### src/rtl/mario_vram_arbiter_pkg.sv
// Shared types and constants for the background tile VRAM arbiter.
package mario_vram_arb_pkg;

    typedef enum logic [1:0] {
        IDLE    = 2'd0,
        CPU_ACC = 2'd1,
        HOLD    = 2'd2
    } arb_state_e;

    localparam logic [1:0] WIN_PHASE   = 2'b11;
    localparam logic [2:0] GUARD_PHASE = 3'b101;

    localparam int ACC_CYCLES_MIN = 1;
    localparam int ACC_CYCLES_MAX = 8;
    localparam int FETCH_LAT_MIN  = 1;
    localparam int FETCH_LAT_MAX  = 3;

    // Keeps an out-of-range parameter from producing a zero-length or overflowing counter.
    function automatic int clamp_param(input int val, input int lo, input int hi);
        if (val < lo) begin
            return lo;
        end else if (val > hi) begin
            return hi;
        end else begin
            return val;
        end
    endfunction

endpackage

### src/rtl/mario_vram_arbiter_if.sv
// CPU-side VRAM bus: address/data/strobes from the CPU decode, read data and wait back.
interface mario_vram_arbiter_if;
    logic [9:0] I_CPU_AB;
    logic [7:0] I_CPU_DB;
    logic       I_CPU_CSn;
    logic       I_CPU_RDn;
    logic       I_CPU_WRn;
    logic [7:0] O_CPU_DB;
    logic       O_WAITn;

    modport master (
        output I_CPU_AB, I_CPU_DB, I_CPU_CSn, I_CPU_RDn, I_CPU_WRn,
        input  O_CPU_DB, O_WAITn
    );

    modport slave (
        input  I_CPU_AB, I_CPU_DB, I_CPU_CSn, I_CPU_RDn, I_CPU_WRn,
        output O_CPU_DB, O_WAITn
    );
endinterface

### src/rtl/mario_vram_slot_gen.sv
// Decodes the video fetch window and its guard band from the horizontal phase.
module mario_vram_slot_gen
    import mario_vram_arb_pkg::*;
(
    input  logic       clk,
    input  logic       rst,
    input  logic [3:0] h_phase,
    input  logic       cmpblk,
    output logic       win_s,
    output logic       guard_s,
    output logic       win_rise_s,
    output logic       vrambusy_n_s
);
    logic win_d;
    logic win_q;

    assign win_s        = cmpblk & (h_phase[3:2] == WIN_PHASE);
    assign guard_s      = cmpblk & (h_phase[3:1] == GUARD_PHASE);
    assign win_rise_s   = win_s & ~win_q;
    assign vrambusy_n_s = ~(win_s | guard_s);

    // Previous-window value for the rising-edge detect.
    always_comb begin
        win_d = win_s;
    end

    // Resetting to 1 suppresses a spurious fetch if reset releases inside a window.
    always_ff @(posedge clk or posedge rst) begin
        if (rst) begin
            win_q <= 1'b1;
        end else begin
            win_q <= win_d;
        end
    end
endmodule

### src/rtl/mario_vram_arbiter.sv
// Background tile VRAM arbiter: CPU access FSM, once-per-window tile fetch and RAM muxing.
// Build option MARIO_VRAM_CPU_ACTIVE_EN also grants CPU accesses during active display.
module mario_vram_arbiter
    import mario_vram_arb_pkg::*;
#(
    parameter int ACC_CYCLES = 3,
    parameter int FETCH_LAT  = 2
) (
    input  logic                 I_CLK_24M,
    input  logic                 I_RST,
    input  logic [9:0]           I_H_CNT,
    input  logic                 I_CMPBLK,
    input  logic [9:0]           I_VID_AB,
    mario_vram_arbiter_if.slave  cpu,
    input  logic [7:0]           I_RAM_Q,
    output logic [9:0]           O_RAM_AB,
    output logic [7:0]           O_RAM_D,
    output logic                 O_RAM_CE,
    output logic                 O_RAM_WE,
    output logic [7:0]           O_TILE,
    output logic                 O_TILE_VLD,
    output logic                 O_FETCH_LATE,
    output logic                 O_VRAMBUSYn
);
    localparam int         ACC_N    = clamp_param(ACC_CYCLES, ACC_CYCLES_MIN, ACC_CYCLES_MAX);
    localparam int         LAT_N    = clamp_param(FETCH_LAT, FETCH_LAT_MIN, FETCH_LAT_MAX);
    localparam logic [2:0] ACC_LAST = 3'(ACC_N - 1);
    localparam logic [1:0] LAT_LAST = 2'(LAT_N - 1);

    arb_state_e state_q, state_d;
    logic [2:0] acc_cnt_q, acc_cnt_d;
    logic       is_wr_q, is_wr_d;
    logic [9:0] acc_ab_q, acc_ab_d;
    logic [7:0] acc_wd_q, acc_wd_d;
    logic [7:0] cpu_db_q, cpu_db_d;
    logic       pend_q, pend_d;
    logic       fbusy_q, fbusy_d;
    logic [1:0] fcnt_q, fcnt_d;
    logic       flate_q, flate_d;
    logic [7:0] tile_q, tile_d;
    logic       tile_vld_q, tile_vld_d;
    logic       fetch_late_q, fetch_late_d;

    logic       win_s, guard_s, win_rise_s;
    logic       cpu_req_s, cpu_allowed_s, grant_s;
    logic       fetch_start_s, fetch_active_s, fetch_late_s;
    logic [1:0] fcount_s;
    logic       unused_h_cnt_s;

    assign unused_h_cnt_s = ^I_H_CNT[9:4];

    mario_vram_slot_gen u_slot_gen (
        .clk          (I_CLK_24M),
        .rst          (I_RST),
        .h_phase      (I_H_CNT[3:0]),
        .cmpblk       (I_CMPBLK),
        .win_s        (win_s),
        .guard_s      (guard_s),
        .win_rise_s   (win_rise_s),
        .vrambusy_n_s (O_VRAMBUSYn)
    );

`ifdef MARIO_VRAM_CPU_ACTIVE_EN
    assign cpu_allowed_s = 1'b1;
`else
    assign cpu_allowed_s = ~I_CMPBLK;
`endif

    assign cpu_req_s = ~cpu.I_CPU_CSn & (~cpu.I_CPU_RDn | ~cpu.I_CPU_WRn);

    // A window opening during CPU_ACC is parked in pend_q and started once the RAM is free.
    assign fetch_start_s  = (win_rise_s | pend_q) & (state_q != CPU_ACC);
    assign fetch_active_s = fetch_start_s | fbusy_q;
    assign fcount_s       = fetch_start_s ? 2'd0 : fcnt_q;
    assign fetch_late_s   = fetch_start_s ? pend_q : flate_q;

    assign grant_s = (state_q == IDLE) & cpu_req_s & ~win_s & ~guard_s & cpu_allowed_s
                   & ~fetch_active_s & ~pend_q;

    assign cpu.O_WAITn  = ~(cpu_req_s & ~I_RST & ((state_q == IDLE) | (state_q == CPU_ACC)));
    assign cpu.O_CPU_DB = cpu_db_q;
    assign O_TILE       = tile_q;
    assign O_TILE_VLD   = tile_vld_q;
    assign O_FETCH_LATE = fetch_late_q;

    // RAM port mux: video fetch has priority, CPU only during CPU_ACC, otherwise idle.
    always_comb begin
        O_RAM_AB = 10'h000;
        O_RAM_D  = 8'h00;
        O_RAM_CE = 1'b0;
        O_RAM_WE = 1'b0;
        if (fetch_active_s) begin
            O_RAM_AB = I_VID_AB;
            O_RAM_CE = 1'b1;
        end else if (state_q == CPU_ACC) begin
            O_RAM_AB = acc_ab_q;
            O_RAM_D  = acc_wd_q;
            O_RAM_CE = 1'b1;
            O_RAM_WE = is_wr_q;
        end else begin
            O_RAM_CE = 1'b0;
        end
    end

    // Next-state for the CPU access FSM and the tile fetch sequencer.
    always_comb begin
        state_d      = state_q;
        acc_cnt_d    = acc_cnt_q;
        is_wr_d      = is_wr_q;
        acc_ab_d     = acc_ab_q;
        acc_wd_d     = acc_wd_q;
        cpu_db_d     = cpu_db_q;
        pend_d       = pend_q;
        fbusy_d      = fbusy_q;
        fcnt_d       = fcnt_q;
        flate_d      = flate_q;
        tile_d       = tile_q;
        tile_vld_d   = 1'b0;
        fetch_late_d = 1'b0;

        case (state_q)
            IDLE: begin
                if (grant_s) begin
                    state_d   = CPU_ACC;
                    acc_cnt_d = 3'd0;
                    is_wr_d   = ~cpu.I_CPU_WRn;
                    acc_ab_d  = cpu.I_CPU_AB;
                    acc_wd_d  = cpu.I_CPU_DB;
                end else begin
                    state_d = IDLE;
                end
            end
            CPU_ACC: begin
                if (acc_cnt_q == ACC_LAST) begin
                    state_d  = HOLD;
                    cpu_db_d = is_wr_q ? 8'h00 : I_RAM_Q;
                end else begin
                    acc_cnt_d = acc_cnt_q + 3'd1;
                end
            end
            HOLD: begin
                // Waiting for the strobe to drop keeps one bus cycle from writing twice.
                if (!cpu_req_s) begin
                    state_d  = IDLE;
                    cpu_db_d = 8'h00;
                end else begin
                    state_d = HOLD;
                end
            end
            default: begin
                state_d = IDLE;
            end
        endcase

        if (win_rise_s && (state_q == CPU_ACC)) begin
            pend_d = 1'b1;
        end else if (fetch_start_s) begin
            pend_d = 1'b0;
        end else begin
            pend_d = pend_q;
        end

        if (fetch_active_s) begin
            if (fcount_s == LAT_LAST) begin
                fbusy_d      = 1'b0;
                fcnt_d       = 2'd0;
                flate_d      = 1'b0;
                tile_d       = I_RAM_Q;
                tile_vld_d   = 1'b1;
                fetch_late_d = fetch_late_s;
            end else begin
                fbusy_d = 1'b1;
                fcnt_d  = fcount_s + 2'd1;
                flate_d = fetch_late_s;
            end
        end else begin
            fbusy_d = 1'b0;
        end
    end

    // State and output registers.
    always_ff @(posedge I_CLK_24M or posedge I_RST) begin
        if (I_RST) begin
            state_q      <= IDLE;
            acc_cnt_q    <= 3'd0;
            is_wr_q      <= 1'b0;
            acc_ab_q     <= 10'h000;
            acc_wd_q     <= 8'h00;
            cpu_db_q     <= 8'h00;
            pend_q       <= 1'b0;
            fbusy_q      <= 1'b0;
            fcnt_q       <= 2'd0;
            flate_q      <= 1'b0;
            tile_q       <= 8'h00;
            tile_vld_q   <= 1'b0;
            fetch_late_q <= 1'b0;
        end else begin
            state_q      <= state_d;
            acc_cnt_q    <= acc_cnt_d;
            is_wr_q      <= is_wr_d;
            acc_ab_q     <= acc_ab_d;
            acc_wd_q     <= acc_wd_d;
            cpu_db_q     <= cpu_db_d;
            pend_q       <= pend_d;
            fbusy_q      <= fbusy_d;
            fcnt_q       <= fcnt_d;
            flate_q      <= flate_d;
            tile_q       <= tile_d;
            tile_vld_q   <= tile_vld_d;
            fetch_late_q <= fetch_late_d;
        end
    end
endmodule

### src/flat_wrapper.sv
// flat-port wrapper written by rule: the top's interface ports become plain ports
module mario_vram_arbiter_flat import mario_vram_arb_pkg::*;
#(
    parameter int ACC_CYCLES = 3,
    parameter int FETCH_LAT  = 2
)
  (I_CLK_24M, I_RST, I_H_CNT, I_CMPBLK, I_VID_AB, I_RAM_Q, O_RAM_AB, O_RAM_D, O_RAM_CE, O_RAM_WE, O_TILE, O_TILE_VLD, O_FETCH_LATE, O_VRAMBUSYn, cpu_I_CPU_AB, cpu_I_CPU_DB, cpu_I_CPU_CSn, cpu_I_CPU_RDn, cpu_I_CPU_WRn, cpu_O_CPU_DB, cpu_O_WAITn);
  mario_vram_arbiter_if cpu_i ();
  input  logic I_CLK_24M;
  input  logic I_RST;
  input  logic [9:0] I_H_CNT;
  input  logic I_CMPBLK;
  input  logic [9:0] I_VID_AB;
  input  logic [7:0] I_RAM_Q;
  output logic [9:0] O_RAM_AB;
  output logic [7:0] O_RAM_D;
  output logic O_RAM_CE;
  output logic O_RAM_WE;
  output logic [7:0] O_TILE;
  output logic O_TILE_VLD;
  output logic O_FETCH_LATE;
  output logic O_VRAMBUSYn;
  input wire logic [$bits(cpu_i.I_CPU_AB)-1:0] cpu_I_CPU_AB;
  input wire logic [$bits(cpu_i.I_CPU_DB)-1:0] cpu_I_CPU_DB;
  input wire logic [$bits(cpu_i.I_CPU_CSn)-1:0] cpu_I_CPU_CSn;
  input wire logic [$bits(cpu_i.I_CPU_RDn)-1:0] cpu_I_CPU_RDn;
  input wire logic [$bits(cpu_i.I_CPU_WRn)-1:0] cpu_I_CPU_WRn;
  output wire logic [$bits(cpu_i.O_CPU_DB)-1:0] cpu_O_CPU_DB;
  output wire logic [$bits(cpu_i.O_WAITn)-1:0] cpu_O_WAITn;
  assign cpu_i.I_CPU_AB = cpu_I_CPU_AB;
  assign cpu_i.I_CPU_DB = cpu_I_CPU_DB;
  assign cpu_i.I_CPU_CSn = cpu_I_CPU_CSn;
  assign cpu_i.I_CPU_RDn = cpu_I_CPU_RDn;
  assign cpu_i.I_CPU_WRn = cpu_I_CPU_WRn;
  assign cpu_O_CPU_DB = cpu_i.O_CPU_DB;
  assign cpu_O_WAITn = cpu_i.O_WAITn;
  mario_vram_arbiter #(.ACC_CYCLES(ACC_CYCLES), .FETCH_LAT(FETCH_LAT)) u_core (.I_CLK_24M(I_CLK_24M), .I_RST(I_RST), .I_H_CNT(I_H_CNT), .I_CMPBLK(I_CMPBLK), .I_VID_AB(I_VID_AB), .cpu(cpu_i), .I_RAM_Q(I_RAM_Q), .O_RAM_AB(O_RAM_AB), .O_RAM_D(O_RAM_D), .O_RAM_CE(O_RAM_CE), .O_RAM_WE(O_RAM_WE), .O_TILE(O_TILE), .O_TILE_VLD(O_TILE_VLD), .O_FETCH_LATE(O_FETCH_LATE), .O_VRAMBUSYn(O_VRAMBUSYn));
endmodule
### config.mk
export PLATFORM = sky130hd
export DESIGN_NAME = mario_vram_arbiter_flat
export DESIGN_NICKNAME = d
export VERILOG_FILES = /design/src/rtl/mario_vram_arbiter_pkg.sv /design/src/rtl/mario_vram_arbiter_if.sv /design/src/rtl/mario_vram_slot_gen.sv /design/src/rtl/mario_vram_arbiter.sv /design/src/flat_wrapper.sv
export SDC_FILE = /design/constraint.sdc
export NUM_CORES = 1
export LEC_CHECK = 0
export ABC_AREA = 1
export ABC_CLOCK_PERIOD_IN_PS = 2490
export CAP_MARGIN = 25
export CORE_UTILIZATION = 44
export CTS_BUF_LIST = sky130_fd_sc_hd__clkbuf_4 sky130_fd_sc_hd__clkbuf_8
export DETAILED_ROUTE_END_ITERATION = 10
export MAX_ROUTING_LAYER = met4
export PLACE_DENSITY = 0.93
export SLEW_MARGIN = 10
export SYNTH_ARGS = -nofsm -noshare
export SYNTH_HDL_FRONTEND = slang
export SYNTH_SLANG_ARGS = --single-unit
### constraint.sdc
create_clock -name I_CLK_24M -period 2.49 [get_ports I_CLK_24M]
set_input_delay 0.498 -clock I_CLK_24M [delete_from_list [all_inputs] [get_ports I_CLK_24M]]
set_output_delay 0.498 -clock I_CLK_24M [all_outputs]
set_load 0.01 [all_outputs]
# Word level (Yosys, flattened, before mapping)
# Cells that the tools add are included.
# classes
addsub	2
n_mul	0
n_div	0
order_cmp	0
eq_ne	11
shift	0
n_mux	31
n_bitwise	30
n_reduce_logical	9
# ops
op	count
$mux 8	5
$mux 10	2
$pmux 8 s2	1
$mux 1	15
$and 1x1->1	13
$not 1->1	12
$mux 2	4
$mux 3	2
$ne 2x2->1 const B	3
$pmux 2 s3	1
$pmux 3 s2	1
$reduce_and 3->1	2
$reduce_bool 2->1	3
$or 1x1->1	5
$eq 2x1->1 const B	2
$eq 2x2->1 const B	2
$ne 2x1->1 const B	2
$reduce_and 2->1	2
$add 3x1->3 const B	1
$eq 3x2->1 const B	1
$eq 3x3->1 const B	1
$add 2x1->2 const B	1
$logic_not 2->1	1
$logic_and 1x1->1	1
# totals
ff_bits	48
latch_bits	0
ramBits	0
mem_bits_ro	0
in_bits	52
out_inout_bits	40
elab_cells	97
n_memories	0

# Longest topological paths before layout
# Gate-level depths: netlist of the first run.
# depth
word_depth	11
mapped_depth	9
mapped_depth_nobuf	9

# Modules after synthesis
# From an unflattened synthesis of the first run, not the netlist that was laid out.
# unflattened
hier_cells	290
hier_area_um2	2344.7
# by_module_without_submodules
module	n_inst	cells_each	area_per_inst_um2	seq_area_each_um2
mario_vram_arbiter	1	279	2270.9	1176.1
mario_vram_slot_gen	1	11	73.8	26.3

# Least setup slack after synthesis of the first run
# Ideal clock, no wire load.
# synth_timing
path_kind	input to output
from	input I_RST
to	output cpu_O_WAITn
t_arrival_ns	1.799
required_time_ns	1.992
setup_slack_ns	0.193
stages	2
n_path_buf	0
cell_sequence	inv_1 > nand3_1
# synth_via
elab_chain_cells	4
# synth_rtl
item	line	source
start, declared	flat_wrapper.sv:10	input logic I_RST;
$not 1->1	mario_vram_arbiter.sv:80	assign cpu.O_WAITn = ~(cpu_req_s & ~I_RST & ((state_q == IDLE) | (state_q == CPU_ACC)));
$and 1x1->1 (2 in a row)	mario_vram_arbiter.sv:80	
$not 1->1	mario_vram_arbiter.sv:80	
end, declared	flat_wrapper.sv:29	output wire logic [$bits(cpu_i.O_WAITn)-1:0] cpu_O_WAITn;
# Every way passes these cells.

# Final worst setup path of the first run
# layout_timing
from	register u_core.fbusy_q
to	output O_RAM_AB[6]
# layout_via
elab_chain_cells	2
# layout_rtl
item	line	source
start, declared	mario_vram_arbiter.sv:37	logic fbusy_q, fbusy_d;
start signal, assigned	mario_vram_arbiter.sv:205	fbusy_q <= fbusy_d;
$or 1x1->1	mario_vram_arbiter.sv:73	assign fetch_active_s = fetch_start_s | fbusy_q;
$mux 10	mario_vram_arbiter.sv:92	if (fetch_active_s) begin
end, declared	flat_wrapper.sv:15	output logic [9:0] O_RAM_AB;
# Every way passes these cells.

==> flow_metrics.tcl, run 1 <==
set metrics [dict create \
    start_util_pct 46.07 \
    crit_type "register to output pin" \
    first_global_vias 2121 \
    first_pass_iters 4 \
    drtAntennaViolNets 0 \
    leakage_nw 1.685 \
    routed_wl_mm 5.930 \
    n_fill_cell 359 \
    finalSetupViolations 0 \
    slew-limit-headroom_pct 61.03 \
    cts_buffers 5 \
    placedCellCount 428 \
    htree_levels 2 \
    ys_warn_count 0 \
    core-area_sq_mm 0.004786 \
    area_growth_syn_to_layout_pct 49.60 \
    finalCriticalPeriod_ns 2.421 \
    grt_overflow 0 \
    cap_violations 0 \
    drc 0 \
    p_comb_share_pct 47.8 \
    drt_iter0_markers 193 \
    p_sw_w 0.001373 \
    clockBufferDepth 2 \
    worst-r2r-cell-count 6 \
    worstSetupStartpointType "register" \
    status "complete, no violations" \
    drt-met1-wl_mm 2.483 \
    fmax_mhz 413.1 \
    syn_area_sq_mm 0.002205 \
    cts.sinks 48 \
    p_per_area_mw_per_mm2 1071 \
    stdcell_count 442 \
    viasPerCell 4.885 \
    r2r-end "u_core.acc_wd_q[1]" \
    io_buffer_count 84 \
    slowest_stage "dfrtp_1" \
    avgSynthCellArea_sq_um 8.017 \
    yosysSeqAreaShare_pct 54.54 \
    endpoint_kind "output pin" \
    crit_end "O_RAM_AB[6]" \
    reg2reg_from "u_core.fbusy_q" \
    clkLatencyLatePin_ns 0.31 \
    switching_share_pct 38.86 \
    die_w_um 72.79 \
    wl_met2_mm 3.046 \
    layout-drive-gt1-share_pct 11.73 \
    dr_total_vias 2159 \
    slew_viol_final 0 \
    gr-usage-all-layers_pct 24.99 \
    cp_max_fo 10 \
    max-vdd-ir-drop_v 0.0005076 \
    synth-seq-cells 48 \
    crit_path_start "u_core.fbusy_q" \
    syn_inst 275 \
    wl_met3_um 227 \
    seqPwrFrac_pct 37.5 \
    worstPathArrival_ns 1.92 \
    dp_hpwl_mm 4.200 \
    grt_max_degree 49 \
    n_antenna_cell 0 \
    gp_congestion 0.8104 \
    fp.dieH_um 72.79 \
    cp.required_ns 1.99 \
    regToRegSetupSlack_ns 0.42 \
    slowest_delay_ns 0.60 \
    final_common_cell "nand2_1" \
    min_path_type "register to register" \
    p_int_w 0.002159 \
    hold_violations 0 \
    io_pins 92 \
    wire_per_inst_um 13.42 \
    antenna_found_initial 0 \
    cts_tree "yes" \
    die_area_sq_mm 0.005298 \
    nets 428 \
    clock_skew_ns 0.005156 \
    crit_chain "clkinvlp_2 -> nand3_1 -> nand2_1 -> dlygate4sd2_1" \
    finalCritPeriodShare_pct 97.21 \
    holdWs_ns 0.4891 \
    synthDistinctLibCells 25 \
    highest_layer "met4" \
    syn_nets 329 \
    p_clk_share_pct 14.7 \
    clkTransAtPathRegs_ns 0.09 \
    final.setup.tns_ns 0 \
    tightestPinTransition_ns 0.5846 \
    grt_pass1_wl_mm 9.666 \
    rows 25 \
    clockRootBuffer "clkbuf_8" \
    layout_common_cells "129 x nand2_1, 70 x clkdlybuf4s50_1, 47 x dfrtp_1" \
]
routing by layer:
metal,up-vias,GRT usage [%]
met5,-,-
met4,0,12.64
met3,16,2.762
met2,80,40.60
met1,1004,31.14
li1,1059,-
sequential cells by signal, summed over array words and instances (netlist names), 2 cells and up:
register,flops
u_core.acc_cnt_q,3
u_core.state_q,2
u_core.O_TILE,8
u_core.fcnt_q,2
u_core.cpu.O_CPU_DB,8
u_core.acc_wd_q,8
u_core.acc_ab_q,10
worst min path at each step:
stage	startpoint	to	cells after the start
2_1_floorplan	u_core.acc_wd_q[0]	u_core.acc_wd_q[0]	2
3_5_place_dp	u_core.acc_ab_q[1]	u_core.acc_ab_q[1]	2
5_1_grt	u_core.acc_ab_q[5]	u_core.acc_ab_q[5]	2
4_1_cts	u_core.acc_ab_q[1]	u_core.acc_ab_q[1]	2
6_report	u_core.acc_wd_q[3]	u_core.acc_wd_q[3]	2
3_3_place_gp	u_core.acc_ab_q[4]	u_core.acc_ab_q[4]	2
critical path: cells and delay by family, from the launching register on:
kind | cells | cell delay [ns]
buffers and inverters | 2 | 0.74
DFF | 1 | 0.60
and+or+nand+nor | 2 | 0.27
synthesized netlist by cell type (all sizes together):
cell type    n  area, sq um
a21o         1        7.510
a31oi        1        6.260
xnor2        1        8.760
and3         1        6.260
dfstp        1        26.28
nand3       31        180.2
o21ai        6        30.03
clkinv       1        5.000
nand2      133        511.7
a21oi        3        15.01
and2         1        6.260
dfrtp       47         1176
nand4        3        18.77
ha           2        25.02
inv         15        56.30
clkbuf       5        18.77
buf          3        21.27
nor2        20        85.08
timing repair:
item                                    CTS  global route
setup buffers                             3             1
pin swaps                                 2             3
endpoints found under the setup margin   21            19
resized for setup                        22             8
gates cloned                              1             1
hold buffers                              0             0
final cells by class:
class / instances / area, sq um / area share, %
Sequential cell: 48 / 1202 / 36.46
Timing Repair Buffer: 98 / 922.1 / 27.96
Multi-Input combinational cell: 203 / 908.4 / 27.54
Clock buffer: 8 / 103.9 / 3.149
Tap cell: 67 / 83.83 / 2.542
Inverter: 16 / 65.06 / 1.973
Timing Repair inverter: 2 / 12.51 / 0.3794
kinds of logic (layout without fill, tap and decap cells):
| kind of cell | count (synthesis) | count (layout) | share of synthesized area (%) |
|---|---|---|---|
| AND/OR/NAND/NOR | 189 | 189 | 36.66 |
| flip-flops | 48 | 48 | 54.54 |
| buffers and inverters | 24 | 124 | 4.597 |
| AO/OA/AOI/OAI | 11 | 11 | 2.668 |
| adder cells (fa/ha/maj) | 2 | 2 | 1.135 |
| XOR/XNOR | 1 | 1 | 0.3973 |
power groups by stage:
stage          Combinational [W]  Clock (W)  Sequential (W)
6_report                 0.00169   0.000520         0.00132
5_1_grt                  0.00188   0.000554         0.00136
4_1_cts                  0.00168   0.000525         0.00131
3_5_place_dp             0.00168          0         0.00132
3_3_place_gp             0.00162          0         0.00130
2_1_floorplan           0.000840          0         0.00133
per-stage QoR:
step | utilization [%] | total power, W | worst slack, ns | cell area (sq um)
floorplan | - | 0.002172 | 0.1931 | 2205
finish | 68.92 | 0.003532 | 0.06948 | 3298
detailed placement | 66.12 | 0.003001 | -0.3024 | 3164
global route | 68.92 | 0.003787 | -0.0002924 | 3298
global placement | 66.12 | 0.002914 | -0.2518 | 3164
CTS | 68.89 | 0.003520 | 0.005361 | 3297
Power figures use the tool's default switching activity.
==> run 2: changes to the inputs <==
- CORE_UTILIZATION: 44 -> 45
- SYNTH_HIERARCHICAL: not set -> 1
==> run 2 against run 1 <==
Global-route usage shrank 2.1 points. Fmax grew 2.8%. Routed wire length decreased by 5.2%. Non-clock buffer count decreased by 2. Area after synthesis up 6.4%. Critical endpoint is now O_RAM_D[7]. Critical path depth is 1 higher. Synthesized cell count increased by 5.5%. Clock-buffer cell count down 3. Via count rose by 3.7%. Largest cell class unchanged. Critical path type unchanged.
==> flow_metrics.tcl, run 2 <==
set metrics [dict create \
    n_fill_cell 433 \
    synth_most_common_cell "nand2_1" \
    clock_skew_ns 0.01322 \
    drtAntennaViolNets 0 \
    die_w_um 74.19 \
    gp_congestion 0.7655 \
    hold_violations 0 \
    yosysSeqAreaShare_pct 51.28 \
    cts_hold_buf 0 \
    cts_tree "yes" \
    io_pins 92 \
    nets 436 \
    syn_inst 290 \
    met3_usage_pct 3.930 \
    synth_top_area_share_pct 50.16 \
    layout-drive-gt1-share_pct 13.58 \
    cp_max_fo 16 \
    status "complete, no violations" \
    layout_common_cells "109 x nand2_1, 73 x clkdlybuf4s50_1, 54 x nand3_1" \
    clockBufferDepth 2 \
    crit_end "O_RAM_D[7]" \
    wire_per_inst_um 12.49 \
    final_area_sq_mm 0.003357 \
    met2_usage_pct 41.01 \
    worstSetupStartpointType "register" \
    grt_pass1_wl_mm 9.390 \
    pre_cts_ws_ns -0.2893 \
    routed_wl_mm 5.619 \
    tightestPinTransition_ns 0.5732 \
    fp.dieH_um 74.19 \
    dp_hpwl_mm 4.074 \
    slew_viol_final 0 \
    n_antenna_cell 0 \
    fmax_mhz 424.5 \
    synthArstFlopShare_pct 100.0 \
    synthFlopType "dfrtp_1" \
    grt_max_degree 48 \
    endpoint_kind "output pin" \
    synth_top_area_cell "dfrtp_1" \
    synth-seq-cells 48 \
    leakage_nw 1.727 \
    ys_warn_count 6 \
    cp.required_ns 1.99 \
    cap_violations 0 \
    start_util_pct 48.05 \
    top_register "u_core/acc_ab_q" \
    crit_type "register to output pin" \
    htree_levels 2 \
    syn_area_sq_mm 0.002345 \
    regToRegSetupSlack_ns 0.74 \
    r2r-end "u_core/acc_wd_q[1]" \
    min_path_type "register to register" \
    grtUsageMet1_pct 26.17 \
    slew-limit-headroom_pct 61.79 \
    p_per_area_mw_per_mm2 1067 \
    busiest_layer "met2" \
    drc 0 \
    clockRootBuffer "clkbuf_8" \
    syn_nets 344 \
    first_global_vias 2143 \
    area_growth_syn_to_layout_pct 43.17 \
    fin_ws_ns 0.1345 \
    crit_path_start "u_core/fbusy_q" \
    antenna_found_initial 0 \
    gr-usage-all-layers_pct 22.87 \
    core-area_sq_mm 0.004880 \
    reg2reg_from "u_core/u_slot_gen/win_q" \
    worst-r2r-cell-count 11 \
    finalSetupViolations 0 \
    synth_edf_count 0 \
    drt_iter0_markers 90 \
    holdWs_ns 0.4783 \
    finalCritPeriodShare_pct 94.60 \
    max-vdd-ir-drop_v 0.0006002 \
    dpl_cell_area_sq_mm 0.003294 \
    viasPerCell 4.976 \
    synthTopCellsByCount "110 x nand2_1, 54 x nand3_1, 47 x dfrtp_1" \
    largest_reg_flops 10 \
    synthDistinctLibCells 21 \
    clkLatencyLatePin_ns 0.30 \
    die_area_sq_mm 0.005503 \
    dr_total_vias 2239 \
    clkTransAtPathRegs_ns 0.10 \
    cts_buffers 5 \
    finalCriticalPeriod_ns 2.355 \
    io_buffer_count 84 \
    final.setup.tns_ns 0 \
    synthTopCellsByArea "dfrtp_1 50%, nand2_1 18%, nand3_1 12%" \
    avgSynthCellArea_sq_um 8.085 \
    worstPathArrival_ns 1.86 \
    first_pass_iters 4 \
    cts.sinks 48 \
    grt_overflow 0 \
    rows 25 \
    final_common_cell "nand2_1" \
]
-- run 2: cell types whose count changed in the layout (fill, tap and decap cells not counted), sizes merged, moves of 3 or more --
cell	change
dlygate4sd2	-7
nor2	+4
nand2	-15
nand4	-3
clkdlybuf4s15	-4
nand3	+26
inv	+5
buf	-3
clkdlybuf4s50	+3
clkbuf	+6
-- run 2: area by class of cell --
type | instances | area (sq um) | share of cell area (%)
Sequential cell | 48 | 1202 | 35.82
Multi-Input combinational cell | 213 | 1016 | 30.26
Timing Repair Buffer | 96 | 888.4 | 26.46
Tap cell | 67 | 83.83 | 2.497
Inverter | 18 | 71.32 | 2.124
Clock buffer | 5 | 68.82 | 2.050
Clock inverter | 3 | 26.28 | 0.7827
-- run 2: cell families after synthesis --
kind of cell / Yosys count / share of synthesized area, %
buffers and inverters: 29 / 5.870
xor gates and xnor gates: 1 / 0.3736
adders and majority gates: 2 / 1.067
DFF: 48 / 51.28
AOI/OAI and AO/OA: 11 / 2.347
and+or+nand+nor: 199 / 39.06
-- run 2: worst min path at each step --
stage,startpoint,end,slack [ns],depth (start not counted)
floorplan,I_RST,u_core/u_slot_gen/win_q,0.39,1
finish,u_core/acc_wd_q[4],u_core/acc_wd_q[4],0.48,2
detailed placement,u_core/acc_wd_q[5],u_core/acc_wd_q[5],0.46,2
CTS,u_core/acc_wd_q[5],u_core/acc_wd_q[5],0.48,2
global placement,u_core/acc_ab_q[6],u_core/acc_ab_q[6],0.45,2
global route,u_core/acc_wd_q[7],u_core/acc_wd_q[7],0.49,2
-- run 2: worst max-delay path, stage by stage, from the launching register on --
cell and delay (ns):
dfrtp_1 0.42, clkinvlp_4 0.18, buf_4 0.24, nand2_1 0.07
nor2_1 0.08, clkdlybuf4s50_1 0.55
-- run 2: what timing repair did --
action / 4_1_cts / 5_1_grt
pin swaps: 0 / 1
setup buffers: 0 / 1
resized for setup: 13 / 23
setup endpoints to repair: 11 / 19
-- run 2: report_power, final --
part	switching, W	leakage, nW	internal [W]	total [W]
Combinational	0.000983	1.07	0.000811	0.00179
Clock	0.000275	0.0491	0.000207	0.000482
Sequential	0.000207	0.609	0.00110	0.00131
Total	0.00147	1.73	0.00212	0.00358
-- run 2: through the flow --
stage	utilization [%]	power, W	instances
2_1_floorplan	-	0.002302	290
3_3_place_gp	67.51	0.003120	441
3_5_place_dp	67.51	0.003180	441
4_1_cts	69.41	0.003619	449
5_1_grt	68.79	0.003875	450
6_report	68.79	0.003582	450
-- run 2: per-layer routing --
| metal | share of wire, % | vias to the layer above |
|---|---|---|
| met3 | 7.3 | 6 |
| met4 | 0.87 | 0 |
| li1 | - | 1104 |
| met2 | 50 | 84 |
| met5 | 0 | - |
| met1 | 42 | 1045 |
==> run 3: changes to the inputs <==
- HOLD_SLACK_MARGIN: not set -> 0.03
==> results of run 3 <==
Same layout as run 2: the final DEF is identical, and so are final timing and power.
